==> src/rtl/el2_pkg.sv <==
// Shared types, sizing constants and helpers for the branch-predictor training path.
package el2_pkg;

    localparam int BTB_ADDR_LO      = 2;
    localparam int BTB_ADDR_HI      = 9;
    localparam int IW               = BTB_ADDR_HI - BTB_ADDR_LO + 1;
    localparam int BTB_BTAG_SIZE    = 5;
    localparam int BTB_TOFFSET_SIZE = 12;
    localparam int BHT_GHR_SIZE     = 8;
    localparam int FIFO_DEPTH       = 4;

    localparam logic [1:0] STRONG_T  = 2'd3;
    localparam logic [1:0] STRONG_NT = 2'd0;

    // One buffered training update with hashes already resolved.
    typedef struct packed {
        logic [IW-1:0]               idx;
        logic [BTB_BTAG_SIZE-1:0]    tag;
        logic [IW-1:0]               bht_idx;
        logic [BTB_TOFFSET_SIZE-1:0] toffset;
        logic [1:0]                  ctr;
        logic                        btb_wen;
        logic                        btb_inv;
        logic                        bht_wen;
    } bp_upd_pkt_t;

    // Saturating 2-bit counter step toward the resolved direction.
    function automatic logic [1:0] next_ctr(input logic [1:0] ctr, input logic taken);
        logic [1:0] r;
        if (taken) begin
            if (ctr == STRONG_T) r = STRONG_T;
            else                 r = ctr + 2'd1;
        end else begin
            if (ctr == STRONG_NT) r = STRONG_NT;
            else                  r = ctr - 2'd1;
        end
        return r;
    endfunction

    // True when the entry carries at least one array write.
    function automatic logic pkt_has_write(input bp_upd_pkt_t p);
        return p.btb_wen | p.btb_inv | p.bht_wen;
    endfunction

endpackage

==> src/rtl/el2_bp_train_ctl_if.sv <==
// Update-in / array-write-out bundle for the predictor training controller.
interface el2_bp_train_ctl_if;
    import el2_pkg::*;

    logic                        upd_valid;
    logic                        upd_ready;
    logic [31:1]                 upd_pc;
    logic                        upd_taken;
    logic                        upd_cond;
    logic                        upd_mispred;
    logic                        upd_btb_hit;
    logic                        upd_error;
    logic [1:0]                  upd_ctr;
    logic [BHT_GHR_SIZE-1:0]     upd_ghr;
    logic [BTB_TOFFSET_SIZE-1:0] upd_toffset;
    logic                        bp_flush;
    logic                        wr_valid;
    logic                        wr_ready;
    logic                        btb_wen;
    logic                        btb_inv;
    logic [IW-1:0]               btb_idx;
    logic [BTB_BTAG_SIZE-1:0]    btb_tag;
    logic [BTB_TOFFSET_SIZE-1:0] btb_toffset;
    logic                        bht_wen;
    logic [IW-1:0]               bht_idx;
    logic [1:0]                  bht_ctr;
    logic [BHT_GHR_SIZE-1:0]     ghr_commit;

    modport slave (
        input  upd_valid, upd_pc, upd_taken, upd_cond, upd_mispred, upd_btb_hit,
               upd_error, upd_ctr, upd_ghr, upd_toffset, bp_flush, wr_ready,
        output upd_ready, wr_valid, btb_wen, btb_inv, btb_idx, btb_tag, btb_toffset,
               bht_wen, bht_idx, bht_ctr, ghr_commit
    );

    modport master (
        output upd_valid, upd_pc, upd_taken, upd_cond, upd_mispred, upd_btb_hit,
               upd_error, upd_ctr, upd_ghr, upd_toffset, bp_flush, wr_ready,
        input  upd_ready, wr_valid, btb_wen, btb_inv, btb_idx, btb_tag, btb_toffset,
               bht_wen, bht_idx, bht_ctr, ghr_commit
    );

endinterface

==> src/rtl/el2_bp_upd_fifo.sv <==
// Small synchronous FIFO of training packets; flush empties it in one cycle.
module el2_bp_upd_fifo
    import el2_pkg::*;
#(
    parameter int DEPTH = 4
) (
    input  logic        clock,
    input  logic        reset,
    input  logic        flush,
    input  logic        push,
    input  bp_upd_pkt_t din,
    input  logic        pop,
    output bp_upd_pkt_t dout,
    output logic        full,
    output logic        empty
);

    localparam int AW = $clog2(DEPTH);

    // Extra wrap bit on each pointer separates full from empty.
    logic [AW:0]  wr_ptr;
    logic [AW:0]  rd_ptr;
    bp_upd_pkt_t  mem [DEPTH];

    assign empty = (wr_ptr == rd_ptr);
    assign full  = (wr_ptr[AW] != rd_ptr[AW]) && (wr_ptr[AW-1:0] == rd_ptr[AW-1:0]);
    assign dout  = mem[rd_ptr[AW-1:0]];

    // Pointer update; flush wins over any push or pop in the same cycle.
    always_ff @(posedge clock or posedge reset) begin
        if (reset) begin
            wr_ptr <= '0;
            rd_ptr <= '0;
        end else if (flush) begin
            wr_ptr <= '0;
            rd_ptr <= '0;
        end else begin
            if (push && !full) wr_ptr <= wr_ptr + 1'b1;
            if (pop && !empty) rd_ptr <= rd_ptr + 1'b1;
        end
    end

    // Entry storage, cleared on reset so no stale packet is ever visible.
    always_ff @(posedge clock or posedge reset) begin
        if (reset) begin
            for (int i = 0; i < DEPTH; i++) mem[i] <= '0;
        end else if (push && !full && !flush) begin
            mem[wr_ptr[AW-1:0]] <= din;
        end else begin
            mem <= mem;
        end
    end

endmodule

==> src/rtl/el2_bp_train_ctl.sv <==
// Branch predictor training controller: hashes resolved updates, buffers them,
// and drains BTB/BHT writes to the arrays while tracking the committed GHR.
module el2_bp_train_ctl
    import el2_pkg::*;
(
    input  logic               clock,
    input  logic               reset,
    el2_bp_train_ctl_if.slave  bus
);

    localparam int TAG_LO = BTB_ADDR_LO + IW;
    localparam int TS     = BTB_BTAG_SIZE;

    bp_upd_pkt_t in_pkt;
    bp_upd_pkt_t head;
    logic        full;
    logic        empty;
    logic        push;
    logic        pop;
    logic        head_write;
    logic [BHT_GHR_SIZE-1:0] ghr;
    logic        unused_pc;

    // PC bits that feed neither hash.
    assign unused_pc = ^{bus.upd_pc[31:BTB_ADDR_HI+2*IW+1], bus.upd_pc[BTB_ADDR_LO-1:1]};

    // No acceptance during a flush cycle; ready comes only from registered pointers.
    assign push          = bus.upd_valid && !full && !bus.bp_flush;
    assign bus.upd_ready = !full;

    // Build the stored packet: the lookup-side hashes plus the write decode.
    always_comb begin
        in_pkt         = '0;
        in_pkt.idx     = bus.upd_pc[BTB_ADDR_HI:BTB_ADDR_LO]
                       ^ bus.upd_pc[BTB_ADDR_HI+IW:BTB_ADDR_LO+IW]
                       ^ bus.upd_pc[BTB_ADDR_HI+2*IW:BTB_ADDR_LO+2*IW];
        in_pkt.tag     = bus.upd_pc[TAG_LO+TS-1:TAG_LO]
                       ^ bus.upd_pc[TAG_LO+2*TS-1:TAG_LO+TS]
                       ^ bus.upd_pc[TAG_LO+3*TS-1:TAG_LO+2*TS];
        in_pkt.bht_idx[BHT_GHR_SIZE-1:0] = in_pkt.idx[BHT_GHR_SIZE-1:0] ^ bus.upd_ghr;
        in_pkt.toffset = bus.upd_toffset;
        in_pkt.ctr     = next_ctr(bus.upd_ctr, bus.upd_taken);
        in_pkt.bht_wen = bus.upd_cond;
        in_pkt.btb_inv = bus.upd_error;
        in_pkt.btb_wen = !bus.upd_error && bus.upd_taken && (bus.upd_mispred || !bus.upd_btb_hit);
    end

    el2_bp_upd_fifo #(.DEPTH(FIFO_DEPTH)) u_fifo (
        .clock (clock),
        .reset (reset),
        .flush (bus.bp_flush),
        .push  (push),
        .din   (in_pkt),
        .pop   (pop),
        .dout  (head),
        .full  (full),
        .empty (empty)
    );

    // Head pops when its write is taken or when it carries nothing to write.
    always_comb begin
        head_write = 1'b0;
        pop        = 1'b0;
        if (!empty) begin
            head_write = pkt_has_write(head);
            pop        = (!head_write || bus.wr_ready) && !bus.bp_flush;
        end else begin
            head_write = 1'b0;
            pop        = 1'b0;
        end
    end

    // Array write outputs come straight from the stored head entry.
    always_comb begin
        bus.wr_valid    = head_write && !bus.bp_flush;
        bus.btb_wen     = 1'b0;
        bus.btb_inv     = 1'b0;
        bus.btb_idx     = '0;
        bus.btb_tag     = '0;
        bus.btb_toffset = '0;
        bus.bht_wen     = 1'b0;
        bus.bht_idx     = '0;
        bus.bht_ctr     = 2'd0;
        if (!empty) begin
            bus.btb_wen     = head.btb_wen;
            bus.btb_inv     = head.btb_inv;
            bus.btb_idx     = head.idx;
            bus.btb_tag     = head.tag;
            bus.btb_toffset = head.toffset;
            bus.bht_wen     = head.bht_wen;
            bus.bht_idx     = head.bht_idx;
            bus.bht_ctr     = head.ctr;
        end else begin
            bus.btb_wen     = 1'b0;
        end
    end

    // Committed GHR shifts in the direction of every accepted conditional branch.
    always_ff @(posedge clock or posedge reset) begin
        if (reset) begin
            ghr <= '0;
        end else if (bus.bp_flush) begin
            ghr <= '0;
        end else if (push && bus.upd_cond) begin
            ghr <= {ghr[BHT_GHR_SIZE-2:0], bus.upd_taken};
        end else begin
            ghr <= ghr;
        end
    end

    assign bus.ghr_commit = ghr;

endmodule

==> src/flat_wrapper.sv <==
// flat-port wrapper written by rule: the top's interface ports become plain ports
module el2_bp_train_ctl_flat import el2_pkg::*;
  (clock, reset, bus_upd_valid, bus_upd_pc, bus_upd_taken, bus_upd_cond, bus_upd_mispred, bus_upd_btb_hit, bus_upd_error, bus_upd_ctr, bus_upd_ghr, bus_upd_toffset, bus_bp_flush, bus_wr_ready, bus_upd_ready, bus_wr_valid, bus_btb_wen, bus_btb_inv, bus_btb_idx, bus_btb_tag, bus_btb_toffset, bus_bht_wen, bus_bht_idx, bus_bht_ctr, bus_ghr_commit);
  el2_bp_train_ctl_if bus_i ();
  input  logic clock;
  input  logic reset;
  input wire logic [$bits(bus_i.upd_valid)-1:0] bus_upd_valid;
  input wire logic [$bits(bus_i.upd_pc)-1:0] bus_upd_pc;
  input wire logic [$bits(bus_i.upd_taken)-1:0] bus_upd_taken;
  input wire logic [$bits(bus_i.upd_cond)-1:0] bus_upd_cond;
  input wire logic [$bits(bus_i.upd_mispred)-1:0] bus_upd_mispred;
  input wire logic [$bits(bus_i.upd_btb_hit)-1:0] bus_upd_btb_hit;
  input wire logic [$bits(bus_i.upd_error)-1:0] bus_upd_error;
  input wire logic [$bits(bus_i.upd_ctr)-1:0] bus_upd_ctr;
  input wire logic [$bits(bus_i.upd_ghr)-1:0] bus_upd_ghr;
  input wire logic [$bits(bus_i.upd_toffset)-1:0] bus_upd_toffset;
  input wire logic [$bits(bus_i.bp_flush)-1:0] bus_bp_flush;
  input wire logic [$bits(bus_i.wr_ready)-1:0] bus_wr_ready;
  output wire logic [$bits(bus_i.upd_ready)-1:0] bus_upd_ready;
  output wire logic [$bits(bus_i.wr_valid)-1:0] bus_wr_valid;
  output wire logic [$bits(bus_i.btb_wen)-1:0] bus_btb_wen;
  output wire logic [$bits(bus_i.btb_inv)-1:0] bus_btb_inv;
  output wire logic [$bits(bus_i.btb_idx)-1:0] bus_btb_idx;
  output wire logic [$bits(bus_i.btb_tag)-1:0] bus_btb_tag;
  output wire logic [$bits(bus_i.btb_toffset)-1:0] bus_btb_toffset;
  output wire logic [$bits(bus_i.bht_wen)-1:0] bus_bht_wen;
  output wire logic [$bits(bus_i.bht_idx)-1:0] bus_bht_idx;
  output wire logic [$bits(bus_i.bht_ctr)-1:0] bus_bht_ctr;
  output wire logic [$bits(bus_i.ghr_commit)-1:0] bus_ghr_commit;
  assign bus_i.upd_valid = bus_upd_valid;
  assign bus_i.upd_pc = bus_upd_pc;
  assign bus_i.upd_taken = bus_upd_taken;
  assign bus_i.upd_cond = bus_upd_cond;
  assign bus_i.upd_mispred = bus_upd_mispred;
  assign bus_i.upd_btb_hit = bus_upd_btb_hit;
  assign bus_i.upd_error = bus_upd_error;
  assign bus_i.upd_ctr = bus_upd_ctr;
  assign bus_i.upd_ghr = bus_upd_ghr;
  assign bus_i.upd_toffset = bus_upd_toffset;
  assign bus_i.bp_flush = bus_bp_flush;
  assign bus_i.wr_ready = bus_wr_ready;
  assign bus_upd_ready = bus_i.upd_ready;
  assign bus_wr_valid = bus_i.wr_valid;
  assign bus_btb_wen = bus_i.btb_wen;
  assign bus_btb_inv = bus_i.btb_inv;
  assign bus_btb_idx = bus_i.btb_idx;
  assign bus_btb_tag = bus_i.btb_tag;
  assign bus_btb_toffset = bus_i.btb_toffset;
  assign bus_bht_wen = bus_i.bht_wen;
  assign bus_bht_idx = bus_i.bht_idx;
  assign bus_bht_ctr = bus_i.bht_ctr;
  assign bus_ghr_commit = bus_i.ghr_commit;
  el2_bp_train_ctl u_core (.clock(clock), .reset(reset), .bus(bus_i));
endmodule
==> config.mk <==
export PLATFORM = sky130hd
export DESIGN_NAME = el2_bp_train_ctl_flat
export DESIGN_NICKNAME = d
export VERILOG_FILES = /design/src/rtl/el2_pkg.sv /design/src/rtl/el2_bp_train_ctl_if.sv /design/src/rtl/el2_bp_upd_fifo.sv /design/src/rtl/el2_bp_train_ctl.sv /design/src/flat_wrapper.sv
export SDC_FILE = /design/constraint.sdc
export NUM_CORES = 1
export LEC_CHECK = 0
export ABC_AREA = 1
export CAP_MARGIN = 20
export CORE_ASPECT_RATIO = 0.7
export CORE_MARGIN = 1
export CORE_UTILIZATION = 56
export CTS_BUF_LIST = sky130_fd_sc_hd__clkbuf_16
export CTS_CLUSTER_DIAMETER = 60
export CTS_CLUSTER_SIZE = 24
export DETAILED_ROUTE_END_ITERATION = 8
export GPL_ROUTABILITY_DRIVEN = 0
export GPL_TIMING_DRIVEN = 0
export PLACE_DENSITY = 0.82
export SYNTH_ARGS = -nofsm -noshare
export SYNTH_HDL_FRONTEND = slang
export SYNTH_SLANG_ARGS = --single-unit
==> constraint.sdc <==
create_clock -name clock -period 6.9 [get_ports clock]
set_input_delay 0.69 -clock clock [delete_from_list [all_inputs] [get_ports clock]]
set_output_delay 0.69 -clock clock [all_outputs]
set_load 0.02 [all_outputs]
==> results of run 1 <==
## sequential cells by signal, indices dropped and copies added (netlist names)
register / cells
u_core.u_fifo.mem: 152
u_core.u_fifo.wr_ptr: 3
u_core.bus.ghr_commit: 8
u_core.u_fifo.rd_ptr: 3
## through the flow
step	hold WS (ps)	cell area [sq um]	util [%]
2_1_floorplan	459	8490	-
3_3_place_gp	473	9760	66.1
3_5_place_dp	481	9800	66.4
4_1_cts	495	10400	70.2
5_1_grt	519	10400	70.2
6_report	497	10400	70.2
## worst max-delay path, delay by kind of cell (launching register included)
family                 cells  cell delay (ps)
buffers and inverters      5             1800
and+or+nand+nor            2              230
AOI/OAI and AO/OA          2              330
DFF                        1              350
## logic make-up (layout without fill, tap and decap cells)
group / after synthesis / after routing / synth area share, %
compound gates: 300 / 300 / 17.7
fa+ha+maj: 5 / 5 / 0.737
xor+xnor: 40 / 40 / 5.42
flops: 166 / 166 / 48.9
simple gates: 386 / 386 / 18.1
buf+inv: 194 / 329 / 9.06
## report_power, final
group | switching [mW] | leakage, nW | internal (mW) | total (mW)
Clock | 0.400 | 0.279 | 0.528 | 0.928
Combinational | 1.09 | 2.88 | 0.624 | 1.71
Sequential | 0.125 | 2.09 | 1.29 | 1.41
## final cells by class
type                       instances  area [sq um]
multi-input combinational        731          3570
inverter                         124           473
tap                              195           244
fill                            1212          4410
clock inverter                    14           136
clock buffer                      17           425
buffer                            70           304
sequential                       166          4150
timing repair buffer             104          1060
## layout by cell type, fill, tap and decap left out
cell / n
sky130_fd_sc_hd__buf_16: 1
sky130_fd_sc_hd__nand4_1: 2
sky130_fd_sc_hd__clkbuf_16: 17
sky130_fd_sc_hd__nor2_1: 11
sky130_fd_sc_hd__clkinv_4: 2
sky130_fd_sc_hd__o21ai_0: 232
sky130_fd_sc_hd__a211oi_1: 1
sky130_fd_sc_hd__nand3_4: 1
sky130_fd_sc_hd__buf_1: 7
sky130_fd_sc_hd__inv_8: 1
sky130_fd_sc_hd__clkdlybuf4s50_1: 103
sky130_fd_sc_hd__clkinv_1: 3
sky130_fd_sc_hd__xnor3_1: 8
sky130_fd_sc_hd__o21ai_1: 4
sky130_fd_sc_hd__xnor2_1: 22
sky130_fd_sc_hd__a21oi_1: 62
sky130_fd_sc_hd__clkinv_2: 3
sky130_fd_sc_hd__inv_1: 123
sky130_fd_sc_hd__ha_1: 5
sky130_fd_sc_hd__dfrtp_1: 166
sky130_fd_sc_hd__xor2_1: 10
sky130_fd_sc_hd__clkbuf_1: 37
sky130_fd_sc_hd__buf_4: 1
sky130_fd_sc_hd__buf_2: 24
sky130_fd_sc_hd__buf_6: 1
sky130_fd_sc_hd__clkinvlp_4: 2
sky130_fd_sc_hd__o31ai_1: 1
sky130_fd_sc_hd__inv_6: 2
sky130_fd_sc_hd__nand2_1: 336
sky130_fd_sc_hd__nand3_2: 1
sky130_fd_sc_hd__nand3_1: 32
sky130_fd_sc_hd__bufinv_16: 2
sky130_fd_sc_hd__nor2_4: 3
## metal layers
metal	track usage, %	wire (um)	vias up
li1	-	-	3719
met1	49.9	10900	3823
met2	50.2	11300	453
met3	7.99	2710	48
met4	8.97	445	0
met5	0	0	-
## worst min path at each step
stage / start / cells past startpoint / end
3_5_place_dp: u_core.u_fifo.mem[125] / 2 / u_core.u_fifo.mem[125]
3_3_place_gp: u_core.u_fifo.mem[37] / 2 / u_core.u_fifo.mem[37]
5_1_grt: u_core.u_fifo.mem[9] / 2 / u_core.u_fifo.mem[9]
4_1_cts: u_core.u_fifo.mem[141] / 2 / u_core.u_fifo.mem[141]
6_report: u_core.u_fifo.mem[20] / 2 / u_core.u_fifo.mem[20]
2_1_floorplan: u_core.u_fifo.mem[117] / 2 / u_core.u_fifo.mem[117]
==> results, run 1 <==
- The number of antenna violations at the first check in global routing was 0.
- The design draws 4.05 mW.
- The height of the die is around 110 um.
- The number of flops mapped to enable cells by yosys is 0.
- The first routing iteration left 1029 violations.
- Row generation in the floorplan step produced 37 rows.
- The die is around 150 um wide.
- The run finished with clean final reports.
- For this design the static power due to leakage is about 5.2 nW.
- The final layout contains routed wiring with a total length of ~25000 um.
- In this run the tightest slew margin relative to its limit is a little over half.
- During I/O placement, the number of pins put on the boundary was 111.
- At the worst endpoint, the arrival time is ~3100 ps.
- The global-route wire length before repair is 40200 um.
- The fraction of synthesized cell area taken by the top area cell type is about half.
- The worst-case IR drop observed on VDD is 0.000253 V.
- Summed over all failing endpoints, the final setup total negative slack is 0 ps.
- Max-cap violations in this run came to 0.
- The share of async-settable or async-resettable flops after synthesis is 100%.
- The remaining global-route overflow is 0.
- The core region area is 14800 sq um.
- Post-CTS repair changed the size of 0 cells.
- Between clock sinks in the finished design, the worst skew comes to 10.6 ps.
- The pin count of the biggest net entering global routing is 128.
- The largest stage delay on the critical path is 530 ps.
- The number of global-route vias before repair is 7622.
- The cell type of the slowest stage on the worst timing path is sky130_fd_sc_hd__clkbuf_1.
- Detailed placement ended at an HPWL of 17100 um.
- The number of cells after detailed placement is 1390.
- The clock tree synthesis step divided the H-tree into 4 levels.
- The number of inserted diodes is 0.
- The fmax is 0.261 GHz.
- The area growth from synthesis to layout is 22.0%.
- The post-layout worst setup margin is 3070 ps.
- The most critical setup path has its startpoint at u_core.u_fifo.rd_ptr[0].
- Sequential elements use 48.9% of the synthesized area.
- In the synthesized netlist, the cells that appear most often are 336 x sky130_fd_sc_hd__nand2_1, 232 x sky130_fd_sc_hd__o21ai_0, 166 x sky130_fd_sc_hd__dfrtp_1, 122 x sky130_fd_sc_hd__inv_1, 62 x sky130_fd_sc_hd__a21oi_1.
- The path class of the lowest-slack min-delay path is flop to flop.
- In the final routed layout, each cell accounts on average for between 15 and 20 um.
- Excluding fillers, the count of instances in the completed layout stands at approximately 1400.
- The most frequently used flop master after synthesis is sky130_fd_sc_hd__dfrtp_1.
- The final critical delay including setup and external delays is 3830 ps.
- The average vias per placed instance is 5.66.
- The number of remaining DRC errors is 0.
- The number of max-slew violations in the final report was 0.
- TritonCTS built the clock tree.
- Following the worst setup path forward leads to its endpoint at bus_btb_idx[6].
- Setup repair after global routing left no endpoint under its margin.
- In this run the critical register-to-register path is launched from u_core.u_fifo.rd_ptr[0].
- In the post-synthesis netlist, the cell with the most instances is sky130_fd_sc_hd__nand2_1.
- The signal on the critical path passes through buf_2, clkbuf_1, clkbuf_1, a21oi_1, o21ai_0, nand2_1, nand2_1, inv_1, clkdlybuf4s50_1.
- The kind of end point of the critical path is a primary output.
- The worst-case setup slack after placement is 3690 ps.
- The effective utilization at floorplan is between 50 and 60%.
- The share of layout cells above drive strength 1 is 4.98%.
- The synthesized net count is 1159.
- The number of distinct library cells after synthesis is 24.
- Buffers added to address setup during post-CTS repair amount to 0.
- By area the synthesized netlist is led by sky130_fd_sc_hd__dfrtp_1 49%, sky130_fd_sc_hd__nand2_1 15%, sky130_fd_sc_hd__o21ai_0 14%.
- The first TritonRoute pass finished after 6 iterations.
- Summing every instance area after synthesis gives between 8000 and 9000 sq um.
- Summed over all instances, the cell type with the most area after synthesis is sky130_fd_sc_hd__dfrtp_1.
- The required time at the worst-slack endpoint is 6210 ps.
- For this run, the total global-route usage over all layers was measured as 33.9%.
- The mean area per synthesized cell is 7.78 sq um.
- The maximum count of clock buffers along a single path is 2.
- The maximum net fanout on the critical path is 10.
- Summing over every cut layer, the via total after detailed routing is approximately 8000.
- The hold violation count in the final report was 0.
- Yosys printed 0 warnings.
- The clock-pin slew on the worst setup and hold paths is 70 ps.
- The number of nets still failing antenna checks after routing is 0.
- The number of nets in the layout is around 1300.
- The length in cells of the worst reg-to-reg path is 7.
- The worst reg-to-reg setup slack is around 4700 ps.
- The die covers 15700 sq um.
- The worst register-to-register path ends at u_core.u_fifo.mem[83].
- The number of CTS-inserted buffers is 17.
- The class of the most critical setup path is flop to primary output.
- The type of origin of the critical path is a flop.
- In this run, post-CTS hold repair placed 0 buffers.
- During placement, the flow inserted port buffers numbering 103.
- Dividing total power by cell area gives a power density of 391 nW/um^2.
- The pin slew with the least headroom to its limit is roughly 710 ps.
- In this run, synthesis produced a sequential element count of ~170.
- The clock sink count is 166.
- The count of mapped cells out of synthesis is about 1100.
- The final period utilization is 55.4%.
- The number of setup violations in the final report is 0.
- At the later pin of the worst-skew pair, clock insertion delay measures 430 ps.
- In this run the clock root is driven by a sky130_fd_sc_hd__clkbuf_16.
(Power assumes the default switching activity.)
==> run 2: changes to the inputs <==
CORE_UTILIZATION = 50   (was 56)
PLACE_DENSITY = 0.77   (was 0.82)
clock period = 3.2 ns   (was 6.9 ns; I/O delays follow)
==> run 2 against run 1 <==
Against the previous run: sequential share of layout area fell by 0.56 points; non-clock buffer count is 2 higher; utilization is 6.3 points lower; sequential power up 120%; combinational power rose by 120%; largest power group unchanged; highest routed layer unchanged.
==> results, run 2 (synthesis gave the netlist of run 1 again) <==
- Result of the run: completed (unchanged).
- The pin count of the biggest net entering global routing is 44 (was 128).
- The hold violation count in the final report came to 0 (unchanged).
- The worst-case setup slack after placement is 316 ps (was 3690 ps).
- The total negative slack for setup checks came to 0 ps (unchanged).
- The clock latency on the worst-skew pair is 430 ps (about the same).
- The headroom to the max-slew limit is 54.0% (was 52.7%).
- The number of inserted diodes is 0 (unchanged).
- The clock period could shrink to 3100 ps.
- The number of flip-flops in the largest register came to 152 (unchanged).
- The type of origin of the critical path is a flop (unchanged).
- The number of global-route vias before repair is 7759 (was 7622).
- The effective utilization at floorplan is 51.6% (was 57.5%).
- Setup repair after global routing missed its margin: no (unchanged).
- The number of nets still failing antenna checks after routing was 0 (unchanged).
- The share of layout cells above drive strength 1 came to 6.83% (was 4.98%).
- The DRC marker count from the first detailed-route iteration is 922 (was 1029).
- The height of the die is 111 um (was 105 um).
- After layout, the worst path uses 96.8% of the clock period.
- The class of the most critical setup path is flop to primary output (unchanged).
- The final hold slack came to 272 ps (was 497 ps).
- The H-tree depth is 4 (unchanged).
- The fmax is 0.323 GHz.
- The average vias per placed instance is 5.48 (was 5.66).
- The commonest non-fill, non-tap cell in the layout was sky130_fd_sc_hd__nand2_1 (unchanged).
- The peak ir drop on the vdd network came to 0.000449 V (was 0.000253 V).
- The clock sink count is 166 (unchanged).
- The post-layout worst setup margin came to 102 ps (was 3070 ps).
- The overall routed net length came to 25600 um (was 25400 um).
- The maximum clock skew at final layout is 7.91 ps (was 10.6 ps).
- The number of remaining DRC errors is 0 (unchanged).
- The number of setup violations in the final report is 0 (unchanged).
- The final core area utilization was 63.9% (was 70.2%).
- The floorplan die width is 158 um (was 149 um).
- The cell row count came to 39 (was 37).
- The number of max-slew violations in the final report is 0 (unchanged).
- The clock-pin slew on the worst setup and hold paths is 70 ps (about the same).
- The non-filler instance count after layout is 1454 (was 1421).
- The maximum net fanout on the critical path came to 10 (unchanged).
- The post-detailed-placement half-perimeter wirelength came to 17900 um (was 17100 um).
- The register ranked first by flip-flop count is u_core.u_fifo.mem (unchanged).
- The pin slew with the least headroom to its limit was 683 ps (was 710 ps).
- The kind of end point of the critical path is a primary output (unchanged).
- The total I/O pin count was 111 (unchanged).
- The number of cells after detailed placement is 1423 (was 1390).
- The die area came to 17500 sq um (was 15700 sq um).
- The maximum count of clock buffers along a single path is 2 (unchanged).
- The global-route wire length before repair came to 41400 um (was 40200 um).
- The max-cap violation count is 0 (unchanged).
- The detailed-route via count is 7965 (was 8043).
- The number of search-and-repair iterations in the first detailed-routing pass came to 6 (unchanged).
- The core region area is 16400 sq um (was 14800 sq um).
- The data arrival time at the worst-slack endpoint was 2780 ps (was 3140 ps).
- The count of hold-fix buffers inserted at cts is 0 (unchanged).
- The clock tree root buffer cell is sky130_fd_sc_hd__clkbuf_16 (unchanged).
- The path class of the lowest-slack min-delay path was input port to async pin (was flop to flop).
- The clock tree from TritonCTS is done (unchanged).
- The number of nets in the layout was 1284 (was 1282).
- The power per cell area is 843 nW/um^2 (was 391 nW/um^2).
- The number of CTS-inserted buffers is 17 (unchanged).
- The global-route usage over all layers is 31.0% (was 33.9%).
- The area growth from synthesis to layout is 23.8% (was 22.0%).
- The required time at the worst-slack endpoint came to 2880 ps (was 6210 ps).
- The count of buffers from port buffering is 103 (unchanged).
- The remaining global-route overflow is 0 (unchanged).
- The detail-routed net length per standard cell is 17.6 um (was 17.8 um).
- Commonest cells after routing, fill and taps aside: 336 x sky130_fd_sc_hd__nand2_1, 232 x sky130_fd_sc_hd__o21ai_0, 166 x sky130_fd_sc_hd__dfrtp_1, 121 x sky130_fd_sc_hd__inv_1, 102 x sky130_fd_sc_hd__clkdlybuf4s50_1 (was 336 x sky130_fd_sc_hd__nand2_1, 232 x sky130_fd_sc_hd__o21ai_0, 166 x sky130_fd_sc_hd__dfrtp_1, 123 x sky130_fd_sc_hd__inv_1, 103 x sky130_fd_sc_hd__clkdlybuf4s50_1).
- The number of antenna violations at the first check in global routing was 0 (unchanged).
- The static leakage is 5.34 nW (was 5.25 nW).
## run 2: worst paths after layout
kind | startpoint | to | slack [ps] | cells past startpoint
max reg2reg | u_core.u_fifo.rd_ptr[0] | u_core.u_fifo.mem[90] | 1010 | 7
max | u_core.u_fifo.rd_ptr[0] | bus_bht_ctr[0] | 100 | 9
max in group asynchronous | reset | u_core.u_fifo.mem[138] | 1850 | 5
min in group clock | u_core.u_fifo.mem[122] | u_core.u_fifo.mem[122] | 490 | 2
min reg2reg | u_core.u_fifo.mem[122] | u_core.u_fifo.mem[122] | 490 | 2
min | reset | u_core.u_fifo.mem[109] | 270 | 2
## run 2: report_power, final
group	internal [mW]	switching, mW
logic	1.37	2.34
clock network	1.17	0.935
registers	2.78	0.263
## run 2: per-stage QoR
step                      instance area (sq um)  total power [mW]
final                                     10500              8.86
after global routing                      10500              9.39
after CTS                                 10500              8.80
after detailed placement                   9890              6.69
after global placement                     9810              6.57
after floorplan                            8490              5.23
## run 2: timing repair
action                                  in CTS  in global routing
resized for setup                           13                 12
endpoints found under the hold margin        0                  0
buffers inserted                             0                  0
endpoints found under the setup margin      34                 21
## run 2: cell type report
type	count	area [sq um]
Buffer	69	332
Tap cell	225	282
Clock inverter	15	168
Multi-Input combinational cell	731	3570
Timing Repair Buffer	107	1110
Clock buffer	17	425
Sequential cell	166	4150
Inverter	124	469
Fill cell	1417	5940
## run 2: worst max-delay path: stages (launching register included)
cell and delay, ps:
sky130_fd_sc_hd__dfrtp_1 390, sky130_fd_sc_hd__buf_2 180, sky130_fd_sc_hd__inv_1 170, sky130_fd_sc_hd__buf_2 310, sky130_fd_sc_hd__clkbuf_4 290, sky130_fd_sc_hd__nor2_1 60, sky130_fd_sc_hd__o21ai_0 160, sky130_fd_sc_hd__nand2_1 110
sky130_fd_sc_hd__inv_1 90, sky130_fd_sc_hd__clkdlybuf4s50_1 590
## run 2: routing by layer
layer  vias up  share of wire (%)  wire (um)  global-route usage, %
met3        46                 10       2610                   5.20
met5         -                  0          0                      0
li1       3714                  -          -                      -
met2       447                 44      11400                   46.2
met4         0                1.6        416                   9.19
met1      3758                 44      11200                   46.2
==> run 3: changes to the inputs <==
CORE_MARGIN = 2   (was 1)
CORE_UTILIZATION = 52   (was 50)
CTS_BUF_LIST = sky130_fd_sc_hd__clkbuf_4   (was sky130_fd_sc_hd__clkbuf_16)
PLACE_DENSITY = 0.8   (was 0.77)
SYNTH_HIERARCHICAL = 1   (was not set)
==> run 3 against run 2 <==
Against the previous run: count of clock-buffer cells in the layout is the same; synthesized cell count increased by 9.2%; combinational power is 68% lower; sequential power decreased by 13%; non-clock buffer count fell by 6; utilization increased by 0.20 points; critical path type unchanged.
==> results, run 3 <==
- The combined area of all synthesized cells is 8610 sq um (was 8490 sq um).
- The maximum net fanout on the critical path is 10 (unchanged).
- The number of warnings reported in the yosys synthesis log is 6 (was 0).
- The headroom to the max-slew limit is 46.6% (was 54.0%).
- The data arrival time at the worst-slack endpoint is 2740 ps (was 2780 ps).
- The clock latency on the worst-skew pair is 570 ps (was 430 ps).
- The DRC marker count from the first detailed-route iteration is 862 (was 922).
- The register ranked first by flip-flop count is u_core/u_fifo/mem (was u_core.u_fifo.mem).
- The clock tree root buffer cell is sky130_fd_sc_hd__clkbuf_4 (was sky130_fd_sc_hd__clkbuf_16).
- The commonest non-fill, non-tap cell in the layout is sky130_fd_sc_hd__nand2_1 (unchanged).
- The hold violation count in the final report came to 0 (unchanged).
- The origin of the critical flop-to-flop path is u_core/u_fifo/rd_ptr[0] (was u_core.u_fifo.rd_ptr[0]).
- The height of the die is 112 um (was 111 um).
- The H-tree depth was 4 (unchanged).
- The number of distinct library cells after synthesis is 29 (was 24).
- The count of mapped cells out of synthesis is 1191 (was 1091).
- The number of nets still failing antenna checks after routing is 0 (unchanged).
- The maximum clock skew at final layout was 12.0 ps (was 7.91 ps).
- The max-cap violation count is 0 (unchanged).
- The cell taking the most area after synthesis is sky130_fd_sc_hd__dfrtp_1 (unchanged).
- The mean area per synthesized cell came to 7.23 sq um (was 7.78 sq um).
- The number of nets in the layout came to 1385 (was 1284).
- The area growth from synthesis to layout is 21.0% (was 23.8%).
- Largest cells by area after synthesis: sky130_fd_sc_hd__dfrtp_1 48%, sky130_fd_sc_hd__nand2_1 24%, sky130_fd_sc_hd__nor2_1 5.1% (was sky130_fd_sc_hd__dfrtp_1 49%, sky130_fd_sc_hd__nand2_1 15%, sky130_fd_sc_hd__o21ai_0 14%).
- The peak ir drop on the vdd network is 0.000282 V (was 0.000449 V).
- Result of the run: completed (unchanged).
- The number of inserted diodes was 0 (unchanged).
- The path class of the lowest-slack min-delay path is input port to async pin (unchanged).
- The number of global-route vias before repair was 7684 (was 7759).
- The effective utilization at floorplan is 53.0% (was 51.6%).
- The global-route usage over all layers was 29.1% (was 31.0%).
- Commonest cells after routing, fill and taps aside: 544 x sky130_fd_sc_hd__nand2_1, 165 x sky130_fd_sc_hd__dfrtp_1, 116 x sky130_fd_sc_hd__nor2_1, 89 x sky130_fd_sc_hd__inv_1, 85 x sky130_fd_sc_hd__clkdlybuf4s50_1 (was 336 x sky130_fd_sc_hd__nand2_1, 232 x sky130_fd_sc_hd__o21ai_0, 166 x sky130_fd_sc_hd__dfrtp_1, 121 x sky130_fd_sc_hd__inv_1, 102 x sky130_fd_sc_hd__clkdlybuf4s50_1).
- The most frequently used flop master after synthesis is sky130_fd_sc_hd__dfrtp_1 (unchanged).
- The number of flip-flops in the largest register is 152 (unchanged).
- The total of flip-flops plus latches after synthesis is 166 (unchanged).
- The die area is 17600 sq um (was 17500 sq um).
- The static leakage is 5.95 nW (was 5.34 nW).
- The fraction of synthesized cell area taken by the top area cell type came to 48.3% (was 48.9%).
- The pin count of the biggest net entering global routing is 44 (unchanged).
- The number of cells after detailed placement came to 1522 (was 1423).
- The count of hold-fix buffers inserted at cts is 0 (unchanged).
- The sum of internal, switching and leakage power is 5.26 mW (was 8.86 mW).
- The non-filler instance count after layout was 1555 (was 1454).
- The clock-pin slew on the worst setup and hold paths is 130 ps (was 70 ps).
- The number of CTS-inserted buffers is 17 (unchanged).
- The final critical delay including setup and external delays is 3060 ps (was 3100 ps).
- The clock tree from TritonCTS is done (unchanged).
- The count of buffers from port buffering is 103 (unchanged).
- The overall routed net length was 24500 um (was 25600 um).
- The share of async-settable or async-resettable flops after synthesis was 100% (unchanged).
- The total I/O pin count is 111 (unchanged).
- The length in cells of the worst reg-to-reg path is 13 (was 7).
- The maximum count of clock buffers along a single path is 2 (unchanged).
- The type of origin of the critical path is a flop (unchanged).
- Setup repair after global routing missed its margin: yes (was no).
- The worst reg-to-reg setup slack is 710 ps (was 1010 ps).
- The endpoint of the lowest-slack register-to-register path is u_core/u_fifo/mem[143] (was u_core.u_fifo.mem[90]).
- The final period utilization came to 95.8% (was 96.8%).
- The average vias per placed instance is 5.32 (was 5.48).
- The post-layout worst setup margin is 136 ps (was 102 ps).
- The number of setup violations in the final report is 0 (unchanged).
- The global-route wire length before repair is 39600 um (was 41400 um).
- The fmax is 0.326 GHz (was 0.323 GHz).
- The number of flops mapped to enable cells by yosys came to 0 (unchanged).
- Top cell types by occurrence after synthesis: 544 x sky130_fd_sc_hd__nand2_1, 166 x sky130_fd_sc_hd__dfrtp_1, 116 x sky130_fd_sc_hd__nor2_1, 90 x sky130_fd_sc_hd__inv_1, 76 x sky130_fd_sc_hd__o21ai_0 (was 336 x sky130_fd_sc_hd__nand2_1, 232 x sky130_fd_sc_hd__o21ai_0, 166 x sky130_fd_sc_hd__dfrtp_1, 122 x sky130_fd_sc_hd__inv_1, 62 x sky130_fd_sc_hd__a21oi_1).
- The number of search-and-repair iterations in the first detailed-routing pass is 5 (was 6).
- The share of layout cells above drive strength 1 was 7.97% (was 6.83%).
- The number of max-slew violations in the final report is 0 (unchanged).
- The register area share after synthesis is 48.3% (was 48.9%).
- The pin slew with the least headroom to its limit is 800 ps (was 683 ps).
- The synthesized net count is 1259 (was 1159).
- The kind of end point of the critical path is a primary output (unchanged).
- The cell row count was 39 (unchanged).
- The number of remaining DRC errors is 0 (unchanged).
- The floorplan die width is 158 um (about the same).
- The remaining global-route overflow came to 0 (unchanged).
- The required time at the worst-slack endpoint came to 2880 ps (about the same).
- The most frequent cell after synthesis was sky130_fd_sc_hd__nand2_1 (unchanged).
- The class of the most critical setup path is flop to primary output (unchanged).
- The detailed-route via count is 8280 (was 7965).
- The power per cell area is 505 nW/um^2 (was 843 nW/um^2).
- The number of antenna violations at the first check in global routing is 0 (unchanged).
- The core region area is 16200 sq um (was 16400 sq um).
- The detail-routed net length per standard cell came to 15.7 um (was 17.6 um).
- The clock sink count is 166 (unchanged).
- The worst-case setup slack after placement was 285 ps (was 316 ps).
- The post-detailed-placement half-perimeter wirelength came to 16700 um (was 17900 um).
-- run 3: cell count changes after synthesis, moves of 9 or more --
cell / before / now
sky130_fd_sc_hd__inv_1: 122 / 90
sky130_fd_sc_hd__nand2_1: 336 / 544
sky130_fd_sc_hd__clkbuf_1: 37 / 23
sky130_fd_sc_hd__o22ai_1: 0 / 38
sky130_fd_sc_hd__nor2_1: 11 / 116
sky130_fd_sc_hd__nand3_1: 32 / 52
sky130_fd_sc_hd__o21ai_0: 232 / 76
sky130_fd_sc_hd__buf_2: 24 / 15
sky130_fd_sc_hd__xnor2_1: 22 / 5
sky130_fd_sc_hd__a21oi_1: 62 / 1
sky130_fd_sc_hd__buf_4: 1 / 12
-- run 3: repair_timing --
| item | 4_1_cts | 5_1_grt |
|---|---|---|
| pin swaps | 1 | 1 |
| gates resized for setup | 24 | 35 |
| setup endpoints to repair | 36 | 34 |
| setup buffers | 0 | 1 |
-- run 3: stage by stage --
stage                     hold WS (ps)  instance area, sq um  setup TNS [ps]  util, %
after floorplan                    136                  8610               0        -
after global placement             456                  9920          -75770     61.1
after detailed placement           459                  9980               0     61.4
after CTS                         36.3                 10400               0     63.7
after global routing              50.3                 10400           -1.54     64.1
final                             71.0                 10400               0     64.1
-- run 3: worst max-delay path by stage --
| stage | startpoint | slack (ps) | depth (start not counted) | to |
|---|---|---|---|---|
| detailed placement | u_core/u_fifo/rd_ptr[1] | 280 | 8 | bus_bht_idx[7] |
| global route | u_core/u_fifo/rd_ptr[0] | -1 | 9 | bus_btb_tag[0] |
| floorplan | reset | 880 | 1 | u_core/u_fifo/mem[0] |
| global placement | reset | -490 | 2 | u_core/u_fifo/mem[94] |
| CTS | u_core/u_fifo/rd_ptr[1] | 1 | 8 | bus_bht_idx[7] |
| finish | u_core/u_fifo/rd_ptr[0] | 140 | 8 | bus_btb_tag[0] |
-- run 3: logic make-up (layout without fill, tap and decap cells) --
family	Yosys count	in the layout	share of synthesized area (%)
and+or+nand+nor	731	731	33.6
AOI/OAI and AO/OA	122	122	7.70
buffers and inverters	154	293	8.34
adders and majority gates	5	5	0.727
DFF	166	166	48.3
xor gates and xnor gates	13	13	1.41
-- run 3: cell type report --
cell class / count / area [sq um]
Timing Repair Buffer: 107 / 1130
Sequential cell: 166 / 4160
Fill cell: 1398 / 5830
Buffer: 63 / 430
Inverter: 91 / 345
Multi-Input combinational cell: 871 / 3730
Clock inverter: 15 / 209
Clock buffer: 17 / 128
Tap cell: 225 / 282
-- run 3: routing by layer --
layer  vias to the layer above  wire length [um]  part of all wire (%)  track usage, %
li1                       3947                 -                     -               -
met1                      3913             11000                    45            42.5
met2                       388             10500                    43            42.3
met3                        32              2480                    10            7.86
met4                         0               448                   1.8            8.91
met5                         -                 0                     0               0
-- run 3: worst max-delay path, stage by stage (launching register included) --
cell	delay (ps)
sky130_fd_sc_hd__dfrtp_1	370
sky130_fd_sc_hd__buf_4	180
sky130_fd_sc_hd__clkbuf_2	250
sky130_fd_sc_hd__clkbuf_2	330
sky130_fd_sc_hd__nor2_1	90
sky130_fd_sc_hd__o22ai_1	130
sky130_fd_sc_hd__inv_1	60
sky130_fd_sc_hd__nor2_1	140
sky130_fd_sc_hd__clkdlybuf4s50_1	630
-- run 3: where the power goes --
part           total (mW)  internal, mW  switching [mW]
registers            2.65          2.45           0.192
clock network        1.43         0.689           0.744
logic                1.18         0.480           0.695
